--- src/rtl/npu_mac_sequencer.sv ---
// npu_mac_sequencer: issues accumulation beats from an activation stream and a
// weight RAM into the NPU MAC core. It times the accumulator restart and the
// result strobe to the core pipeline by delaying per-beat first/last flags.
module npu_mac_sequencer #(
    parameter int MAC_IN_NUM  = 9,
    parameter int MAC_OUT_NUM = 18,
    parameter int DATA_WIDTH  = 8,
    parameter int ACC_DELAY   = 12,
    parameter int OUT_DELAY   = 4,
    parameter int CNT_WIDTH   = 16
) (
    input  logic                             clk,
    input  logic                             rstn,
    input  logic                             start,
    input  logic [7:0]                       cfg_acc_num,
    input  logic [CNT_WIDTH-1:0]             cfg_pix_num,
    input  logic [15:0]                      cfg_scale,
    input  logic [MAC_IN_NUM*DATA_WIDTH-1:0] src_data,
    input  logic                             src_valid,
    output logic                             src_ready,
    output logic                             wt_rd_en,
    output logic [7:0]                       wt_rd_addr,
    output logic [MAC_IN_NUM*DATA_WIDTH-1:0] MAC_data_in,
    output logic                             MAC_data_valid_in,
    output logic                             MAC_weight_valid_in,
    output logic [15:0]                      MAC_scale_in,
    output logic [MAC_OUT_NUM-1:0]           adder_rst,
    output logic                             res_valid,
    output logic                             res_last,
    output logic                             busy,
    output logic                             done
);

    // The result flag needs the accumulate latency plus the clip/output latency.
    localparam int RES_DEPTH = ACC_DELAY + OUT_DELAY;

    typedef enum logic [1:0] {
        S_IDLE  = 2'd0,
        S_RUN   = 2'd1,
        S_DRAIN = 2'd2,
        S_DONE  = 2'd3
    } state_t;

    state_t               state;
    logic [7:0]           acc_num;
    logic [7:0]           beat_cnt;
    logic [CNT_WIDTH-1:0] pix_num;
    logic [CNT_WIDTH-1:0] pix_cnt;

    // Bit k of each shift register holds a flag for the beat whose
    // MAC_data_valid_in cycle was k cycles ago; the top bit drives the output.
    logic [ACC_DELAY:0]   first_sr;
    logic [RES_DEPTH:0]   last_sr;
    logic [RES_DEPTH:0]   lastpix_sr;

    logic accept;
    logic beat_first;
    logic beat_last;
    logic pix_last;
    logic pipe_empty;

    // Handshake: a beat transfers in any cycle where src_valid and src_ready
    // are both high; src_ready depends only on state, never on src_valid.
    assign accept     = src_valid && (state == S_RUN);
    assign beat_first = (beat_cnt == 8'd0);
    assign beat_last  = (beat_cnt == acc_num - 8'd1);
    assign pix_last   = (pix_cnt == pix_num - CNT_WIDTH'(1));
    // The top stage of last_sr is the final result strobe itself; once only it
    // (or nothing) remains, no more core activity is pending after this cycle.
    assign pipe_empty = (first_sr == '0) && (last_sr[RES_DEPTH-1:0] == '0);

    assign src_ready  = (state == S_RUN);
    assign wt_rd_en   = accept;
    assign wt_rd_addr = beat_cnt;
    assign busy       = (state != S_IDLE);
    assign done       = (state == S_DONE);
    assign adder_rst  = {MAC_OUT_NUM{first_sr[ACC_DELAY]}};
    assign res_valid  = last_sr[RES_DEPTH];
    assign res_last   = lastpix_sr[RES_DEPTH];

    // Run control: config capture, beat/pixel counting and state sequencing.
    always_ff @(posedge clk or negedge rstn) begin
        if (!rstn) begin
            state        <= S_IDLE;
            acc_num      <= '0;
            pix_num      <= '0;
            beat_cnt     <= '0;
            pix_cnt      <= '0;
            MAC_scale_in <= '0;
        end else begin
            case (state)
                S_IDLE: begin
                    if (start) begin
                        acc_num      <= cfg_acc_num;
                        pix_num      <= cfg_pix_num;
                        MAC_scale_in <= cfg_scale;
                        beat_cnt     <= '0;
                        pix_cnt      <= '0;
                        if ((cfg_acc_num == 8'd0) || (cfg_pix_num == '0)) begin
                            state <= S_DONE;
                        end else begin
                            state <= S_RUN;
                        end
                    end
                end
                S_RUN: begin
                    if (accept) begin
                        if (beat_last) begin
                            beat_cnt <= '0;
                            if (pix_last) begin
                                state <= S_DRAIN;
                            end else begin
                                pix_cnt <= pix_cnt + CNT_WIDTH'(1);
                            end
                        end else begin
                            beat_cnt <= beat_cnt + 8'd1;
                        end
                    end
                end
                S_DRAIN: begin
                    if (pipe_empty) begin
                        state <= S_DONE;
                    end
                end
                S_DONE: begin
                    state <= S_IDLE;
                end
                default: begin
                    state <= S_IDLE;
                end
            endcase
        end
    end

    // Core feed and flag pipelines; stall cycles push zero data so the
    // free-running accumulator adds nothing.
    always_ff @(posedge clk or negedge rstn) begin
        if (!rstn) begin
            MAC_data_in         <= '0;
            MAC_data_valid_in   <= 1'b0;
            MAC_weight_valid_in <= 1'b0;
            first_sr            <= '0;
            last_sr             <= '0;
            lastpix_sr          <= '0;
        end else begin
            MAC_data_in         <= accept ? src_data : '0;
            MAC_data_valid_in   <= accept;
            MAC_weight_valid_in <= accept;
            first_sr   <= {first_sr[ACC_DELAY-1:0], accept && beat_first};
            last_sr    <= {last_sr[RES_DEPTH-1:0], accept && beat_last};
            lastpix_sr <= {lastpix_sr[RES_DEPTH-1:0], accept && beat_last && pix_last};
        end
    end

endmodule

--- config.mk ---
export PLATFORM = sky130hd
export DESIGN_NAME = npu_mac_sequencer
export DESIGN_NICKNAME = d
export VERILOG_FILES = /design/src/rtl/npu_mac_sequencer.sv
export SDC_FILE = /design/constraint.sdc
export NUM_CORES = 1
export LEC_CHECK = 0
export CAP_MARGIN = 10
export CORE_UTILIZATION = 51
export CTS_CLUSTER_SIZE = 24
export DETAILED_ROUTE_END_ITERATION = 8
export PLACE_DENSITY = 0.86
export SYNTH_ARGS = -nofsm -noshare
export SYNTH_HDL_FRONTEND = slang
export SYNTH_SLANG_ARGS = --single-unit
--- constraint.sdc ---
create_clock -name clk -period 9.4 [get_ports clk]
set_clock_uncertainty 0.05 [all_clocks]
set_input_delay 1.88 -clock clk [delete_from_list [all_inputs] [get_ports clk]]
set_output_delay 1.88 -clock clk [all_outputs]
set_load 0.02 [all_outputs]
# == Yosys cells after proc, flatten, opt, wreduce, memory -nomap -nowiden ==
# Cells that the tools add are included.
# totals
ff_bits,186
inputBits,116
# op_classes
n_addsub,4
n_eq_ne,11
muxes,17
n_reduce_logical,18
# op_table
cell,count
$mux 72,1
$mux 16,4
$logic_not 16->1,2
$pmux 16 s2,1
$mux 8,3
$add 16x1->16 const B,1
$eq 16x16->1,1
$logic_not 8->1,2
$pmux 8 s2,1
$sub 16x1->16 const B,1
$logic_not 13->1,1
$mux 2,6
$reduce_and 5->1,2
$add 8x1->8 const B,1
$eq 8x8->1,1
$pmux 2 s4,1
$sub 8x1->8 const B,1
$ne 2x1->1 const B,3
$ne 2x2->1 const B,3
$logic_and 1x1->1,5
$eq 2x2->1 const B,2
$reduce_bool 2->1,2
$reduce_and 3->1,1
$eq 2x1->1 const B,1
3 further kinds,3

# == Logic depth before layout (Yosys ltp) ==
# Gate-level depths: netlist (run 1).
# depth
depth_word,6
ltp_mapped,14

# == Least setup slack after synthesis (run 1) ==
# Ideal clock, no wire load.
# synth_path
kind,in2out
startpoint,in src_valid
endpoint,out wt_rd_en
t_arrival_ns,2.406
required_ns,7.470
setup_slack_ns,5.064
stages,3
path_cell_list,clkbuf_1 -> nand2_1 -> inv_1
# synth_between
elab_chain_len,1
# synth_lines
element,line_no,rtl
start: declaration,19,"input logic src_valid,"
$logic_and 1x1->1,64,assign accept = src_valid && (state == S_RUN);
end: declaration,21,"output logic wt_rd_en,"
# Every way passes these cells.

# == Worst setup path in the final report (run 1) ==
# Ends and elaborated chain as after synthesis.

==> metrics.log, run 1 <==
[metrics] min Tclk post-route: 5557 ps
[metrics] total die area: 15,730 µm²
[metrics] run status: finished, violations left
[metrics] CTS tree: done
[metrics] P&R area growth vs syn: 37.98%
[metrics] total CTS buffers: 17
[metrics] standard-cell row count: 44
[metrics] via count of the first global-routing pass: 5,734
[metrics] number of hold violations in the final report: 0
[metrics] first-pass GRT wire length: 30,770 µm
[metrics] failing checks: DRC
[metrics] worst vdd ir: 0.0001770 V
[metrics] remaining max-slew budget at the tightest pin: 30.17%
[metrics] horizontal die dimension: 125.4 µm
[metrics] combined area of all synthesized cells: 7769 µm²
[metrics] number of buffers on the longest clock path: 2
[metrics] total detailed-routing wirelength: 19,760 µm
[metrics] nature of the critical path startpoint: input pin
[metrics] first-pass iteration count of the detailed router: 9
[metrics] mean area per synthesized cell: 12.01 µm²
[metrics] worst path required time: 7470 ps
[metrics] sequential area share after synthesis: 59.91%
[metrics] final period utilization: 59.12%
[metrics] worst slew pin tran: 1047 ps
[metrics] DP HPWL: 13,890 µm
[metrics] number of max-slew violations in the final report: 0
[metrics] total power divided by cell area: 276.2 nW/µm²
[metrics] final weighted congestion of routability-driven global placement: 0.8693
[metrics] number of synthesized flops with an enable pin: 0
[metrics] most common cell after layout, fill and taps aside: sky130_fd_sc_hd__clkdlybuf4s50_1
[metrics] count of clock tree sinks: 186
[metrics] final setup fails: 0
[metrics] Synth Warn #: 0
[metrics] cts-stage hold buffer count: 0
[metrics] category of the worst setup path capture point: output port
[metrics] most used flip-flop cell after synthesis: sky130_fd_sc_hd__dfrtp_1
[metrics] average via count per standard cell: 5.612
[metrics] total track usage: 25.24%
[metrics] core area: 14,700 µm²
[metrics] maximum fanout encountered on the critical timing path: 74
[metrics] global-route congestion overflow total: 0
[metrics] starting density of the core: 52.85%
[metrics] Iter 0 DRT Violations: 546
[metrics] Syn Inst Count: 647
[metrics] y dimension of the die: 125.4 µm
[metrics] I/O pin count: 238
[metrics] unrepaired setup endpoints after global routing: no
[metrics] number of H-tree levels: 4
[metrics] clock-pin slew on the worst setup and hold paths: 70 ps
[metrics] worst hold path class: reg2reg
[metrics] nets: 978
[metrics] Arrival @ worst endpoint: 3630 ps
[metrics] pin count of the biggest net entering global routing: 105
[metrics] initial antenna violation count: 2
[metrics] top library cells by usage in the layout, fill and taps aside: 235 x sky130_fd_sc_hd__clkdlybuf4s50_1, 186 x sky130_fd_sc_hd__dfrtp_1, 81 x sky130_fd_sc_hd__and3_1
[metrics] Static Leak: 0.004978 µW
[metrics] setup bufs post-CTS: 0
[metrics] Net Count, Synth: 773
[metrics] Yosys cell types: 59
[metrics] final routed wire length divided by cell count: 18.80 µm
[metrics] share of cells above drive strength 1: 9.827%
[metrics] root buffer cell: sky130_fd_sc_hd__clkbuf_16
[metrics] Skew-Pair Late Insertion Delay: 420 ps
[metrics] post-detailed-route count of antenna-violating nets: 0
[metrics] maxcap violations: 0
[metrics] fmax: 0.1800 GHz
[metrics] setup total negative slack: 0 ps
[metrics] Total Power Consumption: 2961 µW
[metrics] start-to-end type of the worst setup path: in2out
[metrics] Async SR Flop Fraction: 100.0%
[metrics] number of design rule violations left after detail routing: 23
[metrics] overall via count from detail_route: 5,898
[metrics] number of synthesized register bits: 186
[metrics] post-cts resize count: 0
[metrics] number of port buffers: 237
-- per-layer routing --
layer	part of all wire (%)	routed length [µm]	GRT usage, %	up-vias
met5	0	0	0	-
met4	1.6	321	7.461	0
met3	5.9	1162	6.076	24
met2	52	10340	44.48	236
met1	40	7933	30.68	2931
li1	-	-	-	2707
-- sequential cells by signal (all words and copies together) (netlist names) --
register / count
MAC_data_in: 72
last_sr: 17
wt_rd_addr: 8
first_sr: 13
lastpix_sr: 17
acc_num: 8
pix_num: 16
state: 2
MAC_weight_valid_in: 1
MAC_scale_in: 16
pix_cnt: 16
-- worst paths after layout --
check,end,slack [ps],depth (start not counted),from
setup reg to reg,pix_cnt[8],5660,10,pix_num[0]
hold reg to reg,lastpix_sr[15],300,0,lastpix_sr[14]
max in group asynchronous,MAC_data_in[14],6210,2,rstn
min in group asynchronous,MAC_data_in[29],1480,1,rstn
hold / removal,lastpix_sr[15],300,0,lastpix_sr[14]
setup / recovery,wt_rd_en,3840,4,src_valid
-- layout make-up --
| class | count | area [µm²] |
|---|---|---|
| Sequential cell | 186 | 4654 |
| Tap cell | 184 | 230.2 |
| Clock buffer | 21 | 460.4 |
| Timing Repair Buffer | 239 | 2386 |
| Antenna cell | 2 | 5.005 |
| Inverter | 15 | 56.30 |
| Multi-Input combinational cell | 393 | 2769 |
| Fill cell | 973 | 3980 |
| Clock inverter | 11 | 157.7 |
-- cell families after synthesis --
kind of cell | count (synthesis) | synth area share (%)
buffers and inverters | 68 | 4.509
muxes | 44 | 6.313
DFF | 186 | 59.91
and+or+nand+nor | 245 | 18.73
xor gates and xnor gates | 31 | 3.495
adders and majority gates | 10 | 1.611
AOI/OAI and AO/OA | 63 | 5.428
-- cell usage after synthesis, drive strengths merged (8+ instances only) --
| library cell | instances | area (µm²) |
|---|---|---|
| ha | 10 | 125.1 |
| nand4 | 16 | 100.1 |
| clkbuf | 29 | 108.9 |
| or3 | 8 | 50.05 |
| mux2 | 40 | 450.4 |
| nand3 | 22 | 110.1 |
| xor2 | 19 | 166.4 |
| or4 | 12 | 97.59 |
| inv | 15 | 56.30 |
| a21oi | 11 | 66.32 |
| nand2 | 28 | 105.1 |
| nor2 | 21 | 78.83 |
| xnor2 | 12 | 105.1 |
| nor3 | 11 | 66.32 |
| dfrtp | 186 | 4654 |
| o21ai | 21 | 105.1 |
| buf | 24 | 185.2 |
| and3 | 81 | 506.7 |
| nor4 | 17 | 112.6 |
-- stage by stage --
stage                     hold slack, ps  std cells  setup WS (ps)  util [%]  instance area [µm²]
after CTS                          302.5       1049           3876     72.89                10710
after global routing               304.7       1051           3675     72.92                10720
after detailed placement           286.2       1017           3878     68.68                10100
after global placement             286.5       1017           3930     68.68                10100
final                              297.4       1051           3843     72.92                10720
after floorplan                    281.2        647           5064         -                 7769
-- worst max-delay path: stages --
cell and delay, ps:
sky130_fd_sc_hd__buf_2 750, sky130_fd_sc_hd__nand2_1 230, sky130_fd_sc_hd__inv_1 150, sky130_fd_sc_hd__clkdlybuf4s50_1 610
-- where the power goes --
group	internal [µW]	switching [µW]	leakage (µW)	total (µW)
logic	508	569	0.00220	1080
clock network	438	306	0.000301	744
registers	971	169	0.00248	1140
Note: power is estimated with default switching activity, not from simulation.
==> run 2: changes to the inputs <==
--- a/config.mk
+++ b/config.mk
@@ -6,10 +6,10 @@
 export NUM_CORES = 1
 export LEC_CHECK = 0
 export CAP_MARGIN = 10
-export CORE_UTILIZATION = 51
+export CORE_UTILIZATION = 47
 export CTS_CLUSTER_SIZE = 24
 export DETAILED_ROUTE_END_ITERATION = 8
-export PLACE_DENSITY = 0.86
+export PLACE_DENSITY = 0.8
 export SYNTH_ARGS = -nofsm -noshare
 export SYNTH_HDL_FRONTEND = slang
 export SYNTH_SLANG_ARGS = --single-unit
==> constraint.sdc (replaced) <==
create_clock -name clk -period 5.4 [get_ports clk]
set_clock_uncertainty 0.05 [all_clocks]
set_input_delay 1.08 -clock clk [delete_from_list [all_inputs] [get_ports clk]]
set_output_delay 1.08 -clock clk [all_outputs]
set_load 0.02 [all_outputs]
==> run 2 against run 1 <==
The run now ends clean. Die area grew 8.4%. Core utilization shrank 5.8 points. Global-route usage shrank 2.2 points. Critical path type is now reg2out. Highest routed layer unchanged.
==> metrics.log, run 2 (synthesized netlist as in run 1, its figures left out) <==
[metrics] area taken by flip-flops and latches: 4654 µm² (unchanged)
[metrics] power dissipated by switching net loads: 1834 µW (was 1044 µW)
[metrics] fmax: 0.2798 GHz
[metrics] area of the multi-input gates: 2769 µm² (unchanged)
[metrics] number of max-slew violations in the final report: 0 (unchanged)
[metrics] P&R area growth vs syn: 38.19% (was 37.98%)
[metrics] min Tclk post-route: 3574 ps
[metrics] sw frac: 36.18% (was 35.27%)
[metrics] starting density of the core: 48.55% (was 52.85%)
[metrics] y dimension of the die: 130.6 µm (was 125.4 µm)
[metrics] worst hold path class: reg2reg (unchanged)
[metrics] largest reg by FF count: MAC_data_in (unchanged)
[metrics] final weighted congestion of routability-driven global placement: 0.8429 (was 0.8693)
[metrics] Static Leak: 0.004971 µW (was 0.004978 µW)
[metrics] worst path required time: 4270 ps (was 7470 ps)
[metrics] first-pass GRT wire length: 29,710 µm (was 30,770 µm)
[metrics] Iter 0 DRT Violations: 293 (was 546)
[metrics] number of fill cells in the layout: 1,220 (was 973)
[metrics] final period utilization: 66.18%
[metrics] sequential power share: 38.8% (was 38.5%)
[metrics] total CTS buffers: 17 (unchanged)
[metrics] clock-pin slew on the worst setup and hold paths: 70 ps (about the same)
[metrics] total die area: 17,050 µm² (was 15,730 µm²)
[metrics] final routed wire length divided by cell count: 17.79 µm (was 18.80 µm)
[metrics] final setup fails: 0 (unchanged)
[metrics] total detailed-routing wirelength: 19,270 µm (was 19,760 µm)
[metrics] number of port buffers: 237 (unchanged)
[metrics] CTS tree: done (unchanged)
[metrics] via count of the first global-routing pass: 5,760 (was 5,734)
[metrics] first-pass iteration count of the detailed router: 4 (was 9)
[metrics] Gate power share: 36.9% (was 36.4%)
[metrics] final non-filler cell total: 1,083 (was 1,051)
[metrics] global-route congestion overflow total: 0 (unchanged)
[metrics] horizontal die dimension: 130.6 µm (was 125.4 µm)
[metrics] worst vdd ir: 0.0003140 V (was 0.0001770 V)
[metrics] worst slew pin tran: 1017 ps (was 1047 ps)
[metrics] setup total negative slack: 0 ps (unchanged)
[metrics] share of power burned in the clock network: 24.3% (was 25.1%)
[metrics] maximum fanout encountered on the critical timing path: 30 (was 74)
[metrics] Arrival @ worst endpoint: 2440 ps (was 3630 ps)
[metrics] Skew-Pair Late Insertion Delay: 430 ps (was 420 ps)
[metrics] number of design rule violations left after detail routing: 0 (was 23)
[metrics] total power divided by cell area: 472.2 nW/µm² (was 276.2 nW/µm²)
[metrics] met2 track demand over resource: 39.28% (was 44.48%)
[metrics] top library cells by usage in the layout, fill and taps aside: 235 x sky130_fd_sc_hd__clkdlybuf4s50_1, 186 x sky130_fd_sc_hd__dfrtp_1, 81 x sky130_fd_sc_hd__and3_1 (unchanged)
[metrics] core area: 16,000 µm² (was 14,700 µm²)
[metrics] remaining max-slew budget at the tightest pin: 31.97% (was 30.17%)
[metrics] met3 Use GR: 5.375% (was 6.076%)
[metrics] pin count of the biggest net entering global routing: 119 (was 105)
[metrics] average via count per standard cell: 5.393 (was 5.612)
[metrics] least setup slack across all paths after layout: 1826 ps (was 3843 ps)
[metrics] max FFs per register: 72 (unchanged)
[metrics] root buffer cell: sky130_fd_sc_hd__clkbuf_16 (unchanged)
[metrics] I/O pin count: 238 (unchanged)
[metrics] cts-stage hold buffer count: 0 (unchanged)
[metrics] cell total after placement: 1,051 (was 1,017)
[metrics] biggest registers after layout: MAC_data_in (72), last_sr (17), lastpix_sr (17) (unchanged)
[metrics] pre-CTS worst setup slack: 1862 ps (was 3878 ps)
[metrics] DP HPWL: 13,630 µm (was 13,890 µm)
[metrics] share of cells above drive strength 1: 10.05% (was 9.827%)
[metrics] initial antenna violation count: 0 (was 2)
[metrics] total track usage: 23.03% (was 25.24%)
[metrics] overall via count from detail_route: 5,841 (was 5,898)
[metrics] post-detailed-route count of antenna-violating nets: 0 (unchanged)
[metrics] setup bufs post-CTS: 0 (unchanged)
[metrics] Int Pwr: 3235 µW (was 1917 µW)
[metrics] run status: finished clean (was finished, violations left)
[metrics] number of buffers on the longest clock path: 2 (unchanged)
[metrics] number of hold violations in the final report: 0 (unchanged)
[metrics] count of clock tree sinks: 186 (unchanged)
[metrics] most common cell after layout, fill and taps aside: sky130_fd_sc_hd__clkdlybuf4s50_1 (unchanged)
[metrics] Total Power Consumption: 5069 µW (was 2961 µW)
[metrics] most used routing layer in global routing: met2 (unchanged)
[metrics] unrepaired setup endpoints after global routing: no (unchanged)
[metrics] met1 track demand over resource in global routing: 28.34% (was 30.68%)
[metrics] start-to-end type of the worst setup path: reg2out (was in2out)
[metrics] nature of the critical path startpoint: flip-flop (was input pin)
[metrics] maxcap violations: 0 (unchanged)
[metrics] nets: 980 (was 978)
[metrics] post-cts resize count: 0 (unchanged)
[metrics] number of H-tree levels: 4 (unchanged)
[metrics] standard-cell row count: 46 (was 44)
[metrics] category of the worst setup path capture point: output port (unchanged)
run 2: worst max-delay path, cell delays in order, from the launching register on:
cell,delay [ps]
sky130_fd_sc_hd__dfrtp_1,400
sky130_fd_sc_hd__inv_1,140
sky130_fd_sc_hd__ha_2,520
sky130_fd_sc_hd__nand2_1,200
sky130_fd_sc_hd__inv_1,140
sky130_fd_sc_hd__clkdlybuf4s50_1,610
run 2: cell type report:
| class | count | share of cell area [%] |
|---|---|---|
| flip-flops and latches | 186 | 43.36 |
| multi-input cells | 393 | 25.79 |
| repair buffers | 241 | 22.37 |
| clock buffers | 18 | 3.998 |
| well taps | 216 | 2.517 |
| clock inverters | 13 | 1.422 |
| inverters | 15 | 0.5245 |
| diodes | 1 | 0.02331 |
run 2: worst paths after layout:
path,depth (start not counted),slack (ps),to,start
worst max-delay path,5,1830,wt_rd_en,state[1]
worst min-delay path,0,300,lastpix_sr[1],lastpix_sr[0]
worst max register to register,10,1990,pix_cnt[13],pix_num[0]
worst min register to register,0,300,lastpix_sr[1],lastpix_sr[0]
max in group asynchronous,2,3500,first_sr[0],rstn
min in group asynchronous,1,720,MAC_data_in[17],rstn
run 2: power groups by stage:
stage	Combinational (µW)	Sequential [µW]	Clock (µW)
5_1_grt	2030	2020	1310
4_1_cts	1880	1970	1250
3_3_place_gp	1830	1980	0
6_report	1870	1970	1230
3_5_place_dp	1870	1990	0
2_1_floorplan	1050	2100	0
run 2: stage by stage:
step / utilization (%) / hold WS [ps] / cell area (µm²)
floorplan: - / 281.2 / 7769
global placement: 63.44 / 285.0 / 10150
detailed placement: 63.44 / 286.5 / 10150
CTS: 67.08 / 298.9 / 10730
global route: 67.08 / 308.9 / 10730
finish: 67.09 / 297.6 / 10740
run 2: routing by layer:
metal / vias up / wire length (µm)
li1: 2716 / -
met1: 2886 / 7813
met2: 209 / 9746
met5: - / 0
met3: 30 / 1262
met4: 0 / 447
